--- src/rtl/mux_2to1_pkg.sv ---
// Shared defaults for the 2:1 selector leaf primitive.
// No state, no latency, no backpressure: constants only.
package mux_2to1_pkg;

    localparam int MUX_WIDTH_DEF = 1;
    localparam int MUX_CNT_W_DEF = 8;

endpackage

--- src/rtl/mux_2to1.sv ---
// 2:1 selector with a registered copy of y and a saturating count of sel=1 cycles.
// Latency: y combinational, y_q one cycle; no backpressure (always accepts).
module mux_2to1
    import mux_2to1_pkg::*;
#(
    parameter int WIDTH = MUX_WIDTH_DEF,
    parameter int CNT_W = MUX_CNT_W_DEF
) (
    input  logic             clk,
    input  logic             rst,
    input  logic [WIDTH-1:0] i0,
    input  logic [WIDTH-1:0] i1,
    input  logic             sel,
    output logic [WIDTH-1:0] y,
    output logic [WIDTH-1:0] y_q,
    output logic [CNT_W-1:0] sel1_cnt
);

    localparam logic [CNT_W-1:0] CNT_ONE = CNT_W'(1);

    logic [CNT_W-1:0] cnt_q;
    logic [CNT_W-1:0] cnt_d;

    // Plain ?: so an unknown select merges agreeing bits and leaves the rest X.
    assign y = sel ? i1 : i0;

    always_comb begin
        cnt_d = cnt_q;
        if (sel && (cnt_q != '1)) begin
            cnt_d = cnt_q + CNT_ONE;
        end
    end

    always_ff @(posedge clk) begin
        if (rst) begin
            y_q   <= '0;
            cnt_q <= '0;
        end else begin
            y_q   <= y;
            cnt_q <= cnt_d;
        end
    end

    assign sel1_cnt = cnt_q;

endmodule

--- config.mk ---
export PLATFORM = sky130hd
export DESIGN_NAME = mux_2to1
export DESIGN_NICKNAME = d
export VERILOG_FILES = /design/src/rtl/mux_2to1_pkg.sv /design/src/rtl/mux_2to1.sv
export SDC_FILE = /design/constraint.sdc
export NUM_CORES = 1
export LEC_CHECK = 0
export ABC_CLOCK_PERIOD_IN_PS = 2800
export CAP_MARGIN = 20
export CORE_AREA = 2 2 39 41
export DETAILED_ROUTE_END_ITERATION = 6
export DIE_AREA = 0 0 41 43
export HOLD_SLACK_MARGIN = 0.02
export PLACE_DENSITY = 0.65
export SLEW_MARGIN = 10
export SYNTH_ARGS = -nofsm -noshare
export SYNTH_HDL_FRONTEND = slang
export SYNTH_SLANG_ARGS = --single-unit
--- constraint.sdc ---
create_clock -name clk -period 2.8 [get_ports clk]
set_clock_uncertainty 0.05 [all_clocks]
set_input_delay 0.42 -clock clk [delete_from_list [all_inputs] [get_ports clk]]
set_output_delay 0.42 -clock clk [all_outputs]
set_load 0.01 [all_outputs]
# Word level (Yosys, flattened, before mapping)
# Index checks and enable logic that the tools add are counted.
[totals] regBits=9 word_cells=6
[classes] n_addsub=1 eq_ne=1 mux=1 reduce_logical=1
[ops] op="$add A8 B1 Y8 const B" n=1
[ops] op="$ne A8 B8 Y1 const B" n=1
[ops] op="$logic_and A1 B1 Y1" n=1
[ops] op="$mux W1" n=1

# Logic depth before layout (Yosys ltp)
[depth] depth_word=2 ltp_mapped=4 mapped_depth_nobuf=4

# Least setup slack after synthesis
# OpenSTA, ideal clock, no wires.
[synth_path] kind="register -> register" startpoint="register cnt_q[0], in the netlist sel1_cnt[0]" endpoint="register cnt_q[5], in the netlist sel1_cnt[5]" setup_time_ns=0.121 t_arrival_ns=1.388 t_required_ns=2.629 path_slack_ns=1.241 stages_incl_launch_ff=5 synth_period_minus_slack_ns=1.559 cell_sequence="dfxtp_1 -> ha_1 -> and3_2 -> a211oi_2 -> mux2_4"
[synth_via] elab_chain_cells=2
[synth_lines] element="start: declaration" line_no="mux_2to1.sv:21" text="logic [CNT_W-1:0] cnt_q;"
[synth_lines] element="start signal: assignment" line_no="mux_2to1.sv:40" text="cnt_q <= cnt_d;"
[synth_lines] element="parallel branches: the longest is 2 deep, another holds $add A8 B1 Y8"
# Several ways; the timed one is not identified.
# A chain may end at the register's enable or synchronous reset.

# Worst setup path after layout
[layout_path] startpoint="input sel" endpoint="output y"
[layout_via] elab_chain_cells=1
[layout_lines] element="start: declaration" line_no="mux_2to1.sv:13" text="input logic sel,"
[layout_lines] element="$mux W1" line_no="mux_2to1.sv:25" text="assign y = sel ? i1 : i0;"
[layout_lines] element="end: declaration" line_no="mux_2to1.sv:14" text="output logic [WIDTH-1:0] y,"
# No other way between the ends.

==> flow_summary.yaml <==
outcome:
  status: "completed"
worst_setup_path:
  r2r_cells: 4
  cp_data_required_time_ns: 2.33
  r2r_setup_slack_ns: 1.19
  crit_fanout: 6
  worstSetupStartpointType: "input port"
  cp-end-kind: "primary output"
  r2r_end: "sel1_cnt[5]"
  path_class: "in -> out"
  reg2reg_from: "sel1_cnt[0]"
  worstPathArrival_ns: 1.83
place:
  port_buffers: 14
  place_hpwl_um: 736
  dpl-instance-area_um2: 646
  gp_congestion: 0.796
  place_ws_ns: 0.484
grt:
  overflow: 0
  grt_pass1_vias: 401
  grt_antenna_before_repair: 0
  grt_pass1_wl_um: 1750
  grt_max_degree: 11
  track_usage_pct: 15.0
clocking:
  clock_path_buffers: 2
  hold_buffers: 0
  htree_levels: 1
  clkLatencyLatePin_ns: 0.26
  cts_buffers: 3
  cts_root_buffer: "clkbuf_4"
  clk_pin_slew_ns: 0.07
  postCtsSetupBuffers: 0
  cts_sinks: 9
  cts_tree: "yes"
  ctsResizeCount: 0
detailed_routing:
  drtIter0Drc: 8
  drt-pass1-iter-count: 4
  viasPerCell: 5.06
  remaining_drc_errors: 0
  postRouteAntennaNets: 0
  wl_um: 974
  via_count: 420
  wl_per_cell_um: 11.7
die:
  io_pins: 15
  core_area_mm2: 0.00138
  initial_core_util_pct: 36.2
  die_h_um: 43
  rows: 14
  dieArea_mm2: 0.00176
  die_x_um: 41
timing:
  min_period_ns: 2.30
  slew-limit-headroom_pct: 76.9
  timing.hold.ws_ns: 0.443
  hold_viol: 0
  finalSetupTns_ns: 0
  slew_viol_final: 0
  setup_slack_ns: 0.495
  setup_violations: 0
  tightest_slew_ns: 0.346
  rsz0062_at_grt: "no"
  fin_crit_sh_pct: 82.3
  fmax_mhz: 434
layout:
  final_cell_mix: "clkdlybuf4s50_1 (14), dfxtp_1 (9), nor2b_1 (5)"
  drive_above_1_share_pct: 20.9
  diodes: 0
  utilization_pct: 48.6
  area_delta_synth_final_pct: 34.2
  mostFrequentLayoutCell: "clkdlybuf4s50_1"
  post-route-cell-area_um2: 672
  nNetsFinal: 74
logic_synthesis:
  synth_nets: 57
  yosys_warnings: 0
  synth_cell_types: 26
  ys_ff_latch: 9
  syn-instance-count: 51
  ys_seq_area_share_pct: 36.0
  netlist_area_um2: 500
  postSynthAreaPerCell_um2: 9.81
min_path:
  min_to: "sel1_cnt[1]"
  hold_path.class: "reg -> reg"
  hold_path.startpoint: "sel1_cnt[1]"
  holdPathStages: 2
power:
  swShare_pct: 23.6
  p_comb_share_pct: 12.4
  peakVddDrop_v: 0.000159
  p_leak_nw: 0.259
  p_per_area_mw_per_mm2: 403
  switching_power_w: 0.0000638
  pwr-share-clk_pct: 37.7
  p_int_w: 0.000207
  seq_power_share_pct: 49.9
flow_run:
  maxCapViolCount: 0
## Yosys cell counts
master    instances  area, um2
ha_1              1       12.5
and3_2            1       7.51
a211oi_2          1       12.5
a21oi_2           2       17.5
dfxtp_1           9        180
nand3_1           2       10.0
o21bai_1          1       7.51
mux2_4            4       60.1
clkbuf_1          1       3.75
nand4b_1          1       8.76
buf_6             1       11.3
and4_4            1       11.3
o211a_1           1       10.0
a21boi_2          1       11.3
mux2_2            1       11.3
nand2_1           4       15.0
nor2_1            4       15.0
nand4_1           2       12.5
nor2b_1           5       31.3
mux2i_1           1       10.0
o311a_1           1       10.0
and2_1            1       6.26
nand2b_1          1       6.26
a21oi_1           2       10.0
inv_1             1       3.75
nor3_1            1       5.00
## power groups by stage
stage	registers [W]	clock network (W)	logic, W
after floorplan	0.000140	0	0.0000142
after global placement	0.000138	0	0.0000336
after detailed placement	0.000138	0	0.0000340
after CTS	0.000135	0.000107	0.0000341
after global routing	0.000136	0.000116	0.0000367
final	0.000135	0.000102	0.0000336
## per-layer routing
layer	vias up	share of wire (%)	global-route usage, %
met5	-	0	0
met4	0	2.3	10.0
met3	2	3.8	4.71
met2	8	48	20.9
met1	196	46	18.7
li1	214	-	-
## worst max-delay path by stage
stage	start	to	slack [ns]
6_report	sel	y	0.50
5_1_grt	sel	y	0.45
4_1_cts	sel	y	0.49
3_5_place_dp	sel	y	0.48
3_3_place_gp	sel	y	0.51
2_1_floorplan	sel1_cnt[0]	sel1_cnt[5]	1.24
## sequential cells by signal, indices dropped and copies added, names as in the netlist
name,count
sel1_cnt,8
y_q,1
## layout make-up
| cell class | count | area, um2 |
|---|---|---|
| Inverter | 1 | 3.75 |
| Tap cell | 16 | 20.0 |
| Clock buffer | 4 | 26.3 |
| Sequential cell | 9 | 180 |
| Timing Repair Buffer | 14 | 140 |
| Fill cell | 128 | 712 |
| Multi-Input combinational cell | 39 | 302 |
## critical path, stage by stage
cell             delay [ns]
clkdlybuf4s50_1        0.57
mux2_2                 0.37
clkdlybuf4s50_1        0.48
## cells by family after synthesis
kind of cell    count (synthesis)  share of synthesized area [%]
mux                             6                           16.3
compound gates                  9                           15.8
buf+inv                         3                           3.75
fa+ha+maj                       1                           2.50
flops                           9                           36.0
simple gates                   23                           25.7
## through the flow
stage	total power, W	instances
floorplan	0.000154	51
global placement	0.000172	79
detailed placement	0.000172	79
CTS	0.000276	83
global route	0.000289	83
finish	0.000271	83
Note: power is estimated with default switching activity, not from simulation.
